### src/rtl/apb_pkg.sv
// Shared types and helpers for the round-robin APB master and its arbiter.
package apb_pkg;

    typedef enum logic [1:0] {
        ST_IDLE   = 2'd0,
        ST_SETUP  = 2'd1,
        ST_ACCESS = 2'd2
    } apb_state_e;

    localparam int APB_AW = 4;
    localparam int APB_DW = 8;

    // Width of a binary requester index; never narrower than one bit.
    function automatic int idx_width(input int n);
        return (n > 1) ? $clog2(n) : 1;
    endfunction

endpackage

### src/rtl/rr_arbiter.sv
// Round-robin arbiter: scans eligible requesters starting at ptr and moves
// ptr just past the winner whenever a grant is taken.
module rr_arbiter
    import apb_pkg::*;
#(
    parameter  int NREQ = 4,
    localparam int IW   = idx_width(NREQ)
) (
    input  logic            clk,
    input  logic            rst,
    input  logic [NREQ-1:0] req_i,
    input  logic [NREQ-1:0] mask_i,
    input  logic            en_i,
    output logic            valid_o,
    output logic [NREQ-1:0] gnt_o,
    output logic [IW-1:0]   idx_o
);

    logic [IW-1:0]   ptr_q;
    logic [NREQ-1:0] elig;

    // A requester completing this cycle is masked so a held req is not re-granted.
    assign elig = req_i & ~mask_i;

    // First eligible requester at or after ptr, wrapping once around the ring.
    always_comb begin
        int j;
        valid_o = 1'b0;
        gnt_o   = '0;
        idx_o   = '0;
        j       = 0;
        for (int k = 0; k < NREQ; k++) begin
            j = int'(ptr_q) + k;
            if (j >= NREQ) j = j - NREQ;
            if (!valid_o && elig[j]) begin
                valid_o  = 1'b1;
                gnt_o[j] = 1'b1;
                idx_o    = IW'(j);
            end
        end
    end

    // Advance the pointer past the winner on every accepted grant.
    always_ff @(posedge clk or posedge rst) begin
        if (rst) begin
            ptr_q <= '0;
        end else if (en_i && valid_o) begin
            ptr_q <= (idx_o == IW'(NREQ - 1)) ? '0 : idx_o + 1'b1;
        end
    end

endmodule

### src/rtl/apb_rr_master.sv
// Shared APB master: round-robin arbitration between NREQ requesters,
// SETUP/ACCESS sequencing with wait states and a stall timeout.
module apb_rr_master
    import apb_pkg::*;
#(
    parameter int NREQ    = 4,
    parameter int AW      = APB_AW,
    parameter int DW      = APB_DW,
    parameter int TIMEOUT = 15
) (
    input  logic               clk,
    input  logic               rst,
    input  logic [NREQ-1:0]    req,
    input  logic [NREQ-1:0]    req_wr,
    input  logic [NREQ*AW-1:0] req_addr,
    input  logic [NREQ*DW-1:0] req_wdata,
    output logic [NREQ-1:0]    done,
    output logic [DW-1:0]      rdata,
    output logic               err,
    output logic               psel,
    output logic               penable,
    output logic               pwrite,
    output logic [AW-1:0]      paddr,
    output logic [DW-1:0]      pwdata,
    input  logic [DW-1:0]      prdata,
    input  logic               pready,
    input  logic               pslverr
);

    localparam int IW = idx_width(NREQ);
    localparam int CW = $clog2(TIMEOUT + 1);

    apb_state_e      state_q;
    logic [NREQ-1:0] owner_q;    // one-hot index of the in-flight requester
    logic            pwrite_q;
    logic [AW-1:0]   paddr_q;
    logic [DW-1:0]   pwdata_q;
    logic [CW-1:0]   wait_q;
    logic [NREQ-1:0] done_q;
    logic [DW-1:0]   rdata_q;
    logic            err_q;
    logic            psel_q;
    logic            penable_q;

    logic            gnt_vld;
    logic [NREQ-1:0] gnt;
    logic [IW-1:0]   gnt_idx;
    logic            timeout_hit;

    rr_arbiter #(.NREQ(NREQ)) u_arb (
        .clk     (clk),
        .rst     (rst),
        .req_i   (req),
        .mask_i  (done_q),
        .en_i    (state_q == ST_IDLE),
        .valid_o (gnt_vld),
        .gnt_o   (gnt),
        .idx_o   (gnt_idx)
    );

    // This stalled ACCESS cycle is the TIMEOUT-th one: give up on the slave.
    assign timeout_hit = !pready && (wait_q == CW'(TIMEOUT - 1));

    // Transfer FSM; every bus and response output is a register.
    always_ff @(posedge clk or posedge rst) begin
        if (rst) begin
            state_q   <= ST_IDLE;
            owner_q   <= '0;
            pwrite_q  <= 1'b0;
            paddr_q   <= '0;
            pwdata_q  <= '0;
            wait_q    <= '0;
            done_q    <= '0;
            rdata_q   <= '0;
            err_q     <= 1'b0;
            psel_q    <= 1'b0;
            penable_q <= 1'b0;
        end else begin
            done_q  <= '0;
            rdata_q <= '0;
            err_q   <= 1'b0;
            unique case (state_q)
                ST_IDLE: begin
                    if (gnt_vld) begin
                        state_q  <= ST_SETUP;
                        owner_q  <= gnt;
                        pwrite_q <= req_wr[gnt_idx];
                        paddr_q  <= req_addr[gnt_idx*AW +: AW];
                        pwdata_q <= req_wdata[gnt_idx*DW +: DW];
                        wait_q   <= '0;
                        psel_q   <= 1'b1;
                    end
                end
                ST_SETUP: begin
                    state_q   <= ST_ACCESS;
                    penable_q <= 1'b1;
                end
                ST_ACCESS: begin
                    if (!pready && wait_q != CW'(TIMEOUT)) wait_q <= wait_q + 1'b1;
                    if (pready || timeout_hit) begin
                        state_q   <= ST_IDLE;
                        psel_q    <= 1'b0;
                        penable_q <= 1'b0;
                        pwrite_q  <= 1'b0;
                        paddr_q   <= '0;
                        pwdata_q  <= '0;
                        done_q    <= owner_q;
                        err_q     <= pready ? pslverr : 1'b1;
                        rdata_q   <= (pready && !pwrite_q) ? prdata : '0;
                    end
                end
                default: state_q <= ST_IDLE;
            endcase
        end
    end

    assign done    = done_q;
    assign rdata   = rdata_q;
    assign err     = err_q;
    assign psel    = psel_q;
    assign penable = penable_q;
    assign pwrite  = pwrite_q;
    assign paddr   = paddr_q;
    assign pwdata  = pwdata_q;

endmodule

### config.mk
export PLATFORM = sky130hd
export DESIGN_NAME = apb_rr_master
export DESIGN_NICKNAME = d
export VERILOG_FILES = /design/src/rtl/apb_pkg.sv /design/src/rtl/rr_arbiter.sv /design/src/rtl/apb_rr_master.sv
export SDC_FILE = /design/constraint.sdc
export NUM_CORES = 1
export LEC_CHECK = 0
export CORE_AREA = 5 5 80 82
export CTS_CLUSTER_DIAMETER = 50
export DETAILED_ROUTE_END_ITERATION = 8
export DIE_AREA = 0 0 85 87
export PLACE_DENSITY_LB_ADDON = 0.1
export SLEW_MARGIN = 20
export SYNTH_ARGS = -nofsm -noshare
export SYNTH_HDL_FRONTEND = slang
export SYNTH_SLANG_ARGS = --single-unit
### constraint.sdc
create_clock -name clk -period 3.5 [get_ports clk]
set_clock_uncertainty 0.05 [all_clocks]
set_input_delay 0.525 -clock clk [delete_from_list [all_inputs] [get_ports clk]]
set_output_delay 0.525 -clock clk [all_outputs]
set_load 0.02 [all_outputs]
==> reports/results.txt, run 1 <==
outcome: finished clean
worst skew pair latency: 0.29 ns
dpl ws: 0.3927 ns
crit start category: flip-flop
DR pass1 iterations: 4
HP Class: reg -> reg
Largest stage delay, worst path: 0.56 ns
FF+latch count, synth: 40
antenna violations before repair: 0
Syn Std Cell Area: 2327 sq um
GRT busiest layer: met2
share of post-route cells with drive strength above 1: 6.563%
final critical-path setup slack: 0.4965 ns
Synth-to-Final Area Change: 46.99%
worst hold slack: 0.4504 ns
core area: 5675 sq um
fin nets: 397
worst vdd ir: 0.0003835 V
CP Class: reg -> reg
Avg Inst Size Synth: 10.25 sq um
CP required: 3.62 ns
worst rel slew slack: 34.74%
Slew @ Worst Pin: 0.9789 ns
Highest Clock Rate: 0.3329 GHz
post-CTS setup buffers: 0
# DRC: 0
Hold Buf Count CTS: 0
async set-reset flop share out of synthesis: 100.0%
part of the Yosys area used for sequential elements: 43.01%
met3 Resource Use GR: 5.771%
fin crit period: 3.003 ns
count of cell types in the netlist: 46
ANT nets after route: 0
initial cell density of the core: 41.01%
Clock Path Buffers: 2
post_cts resized: 0
fin crit share: 85.81%
Power, Total: 2.898 mW
leakage: 1.394 nW
grt met1 use: 21.75%
IO Pins: 96
final cell count without fillers: 395
most common cell in the netlist: dfrtp_1
die width: 85 um
synth top area cells: dfrtp_1 (43%), ha_1 (5.4%), a221oi_1 (5.3%)
Crit-path slowest cell: dfrtp_1
cell count after placement: 387
vias in the first global route: 2185
number of synthesized flops with an enable pin: 0
synth warn: 0
pwr dens: 847.1 nW/um^2
Die H: 87 um
Worst EP arrival: 3.13 ns
syn_nets: 305
ant diodes: 0
synth cell count leaders: dfrtp_1 (40), o21ai_1 (16), a221oi_1 (14), a32oi_1 (13), and2_1 (13)
cells along the critical path: inv_1 > ha_1 > mux4_2 > nor2_1 > o32a_4 > a21boi_1 > o21ai_1
Filler Cells Inserted: 524
GR Overflow Total: 0
Synth top area share: 43.01%
drt wl/cell: 16.68 um
largest net degree at the start of global routing: 41
Final Max Tran Viols: 0
Top FF cell, synth: dfrtp_1
GR Util All Layers: 17.82%
Port Buffers: 95
Setup crit end kind: flip-flop
Finished Cell Area: 3421 sq um
Clk Tree Root Cell: clkbuf_8
worst-path fanout max: 40
M2 GR Usage: 29.59%
CTS tree: built
clk slew on worst S/H paths: 0.08 ns
total wire length: 6588 um
first-pass GRT wire length: 10620 um
Final Wtd Congestion: 0.7801
setup TNS: 0 ns
CTS Buf Count: 5
Fin. Hold Viols: 0
final setup violating endpoints: 0
die footprint: 7395 sq um
number of max-cap violations: 0
Yosys top cell by area: dfrtp_1
total number of vias: 2212
post-synthesis cell count: 227
Clock Sinks: 40
H-tree depth: 2
RSZ-0062 raised after global routing: false
Placed Instance Area: 3327 sq um
# rows: 28
routed vias/inst: 5.600
hpwl dp: 4934 um
Core Util, Final: 60.27%
DRT iter0 DRCs: 117
logic make-up after synthesis:
kind of cell | after synthesis | share of synthesized area [%]
compound gates | 91 | 28.93
simple gates | 61 | 14.57
flops | 40 | 43.01
buf+inv | 20 | 4.355
fa+ha+maj | 10 | 5.376
mux | 4 | 3.387
xor+xnor | 1 | 0.3764
critical path: cells and delay by family (launching register included):
family                     cells  cell delay [ns]
and+or+nand+nor                1             0.38
AOI/OAI and AO/OA              3             0.79
adders and majority gates      1             0.45
buffers and inverters          1             0.21
muxes                          1             0.42
DFF                            1             0.56
final timing paths:
kind	start	endpoint	slack, ns	depth (start not counted)
worst max-delay path	u_arb.ptr_q[1]	pwdata[4]	0.50	7
worst min-delay path	owner_q[0]	done[0]	0.45	1
worst max register to register	u_arb.ptr_q[1]	pwdata[4]	0.50	7
worst min register to register	owner_q[0]	done[0]	0.45	1
max in group asynchronous	rst	wait_q[0]	2.05	3
min in group asynchronous	rst	pwrite	0.57	2
cell usage in the layout (no fill, tap or decap), types with 2 or more instances in the layout:
master / n
a32oi_1: 13
nor3_1: 8
and2_1: 13
ha_1: 10
a31oi_1: 2
a22o_1: 3
a21boi_1: 12
dfrtp_1: 40
a21o_1: 2
mux4_2: 3
inv_1: 4
a221oi_1: 14
nand2b_1: 6
clkdlybuf4s50_1: 95
nor2b_1: 5
nand3_1: 2
inv_2: 2
nor2_1: 11
a22oi_1: 3
o21ai_1: 16
a21oi_1: 11
clkbuf_8: 6
buf_4: 4
nand2_1: 8
o21ai_0: 3
per-layer routing:
layer | routed length, um | part of all wire, % | up-vias
met5 | 0 | 0 | -
met4 | 88 | 1.3 | 0
met3 | 499 | 7.6 | 6
met2 | 3356 | 51 | 72
met1 | 2643 | 40 | 1084
li1 | - | - | 1050
flip-flops by register name, indices dropped and copies added, names as in the netlist:
name         cells
pwdata           8
rdata            8
done             4
owner_q          4
paddr            4
wait_q           4
state_q          2
u_arb.ptr_q      2
err              1
penable          1
psel             1
pwrite           1
power breakdown:
group,internal (mW),leakage (nW),switching [mW]
clock,0.160,0.0445,0.162
combinational,0.816,0.848,0.998
sequential,0.638,0.501,0.122
area by class of cell:
class                   instances  area (sq um)  area share [%]
multi-input cells             167          1229           35.92
flip-flops and latches         40          1001           29.26
repair buffers                 99         980.9           28.68
well taps                      75         93.84           2.743
clock buffers                   7         86.33           2.524
inverters                       6         22.52          0.6584
clock inverters                 1         7.507          0.2195
(Power assumes the default switching activity.)
==> inputs of run 2 (changes only) <==
- CTS_CLUSTER_DIAMETER: 50 -> 60
==> results of run 2 <==
Final layout, timing and power as in run 1 (identical DEF).
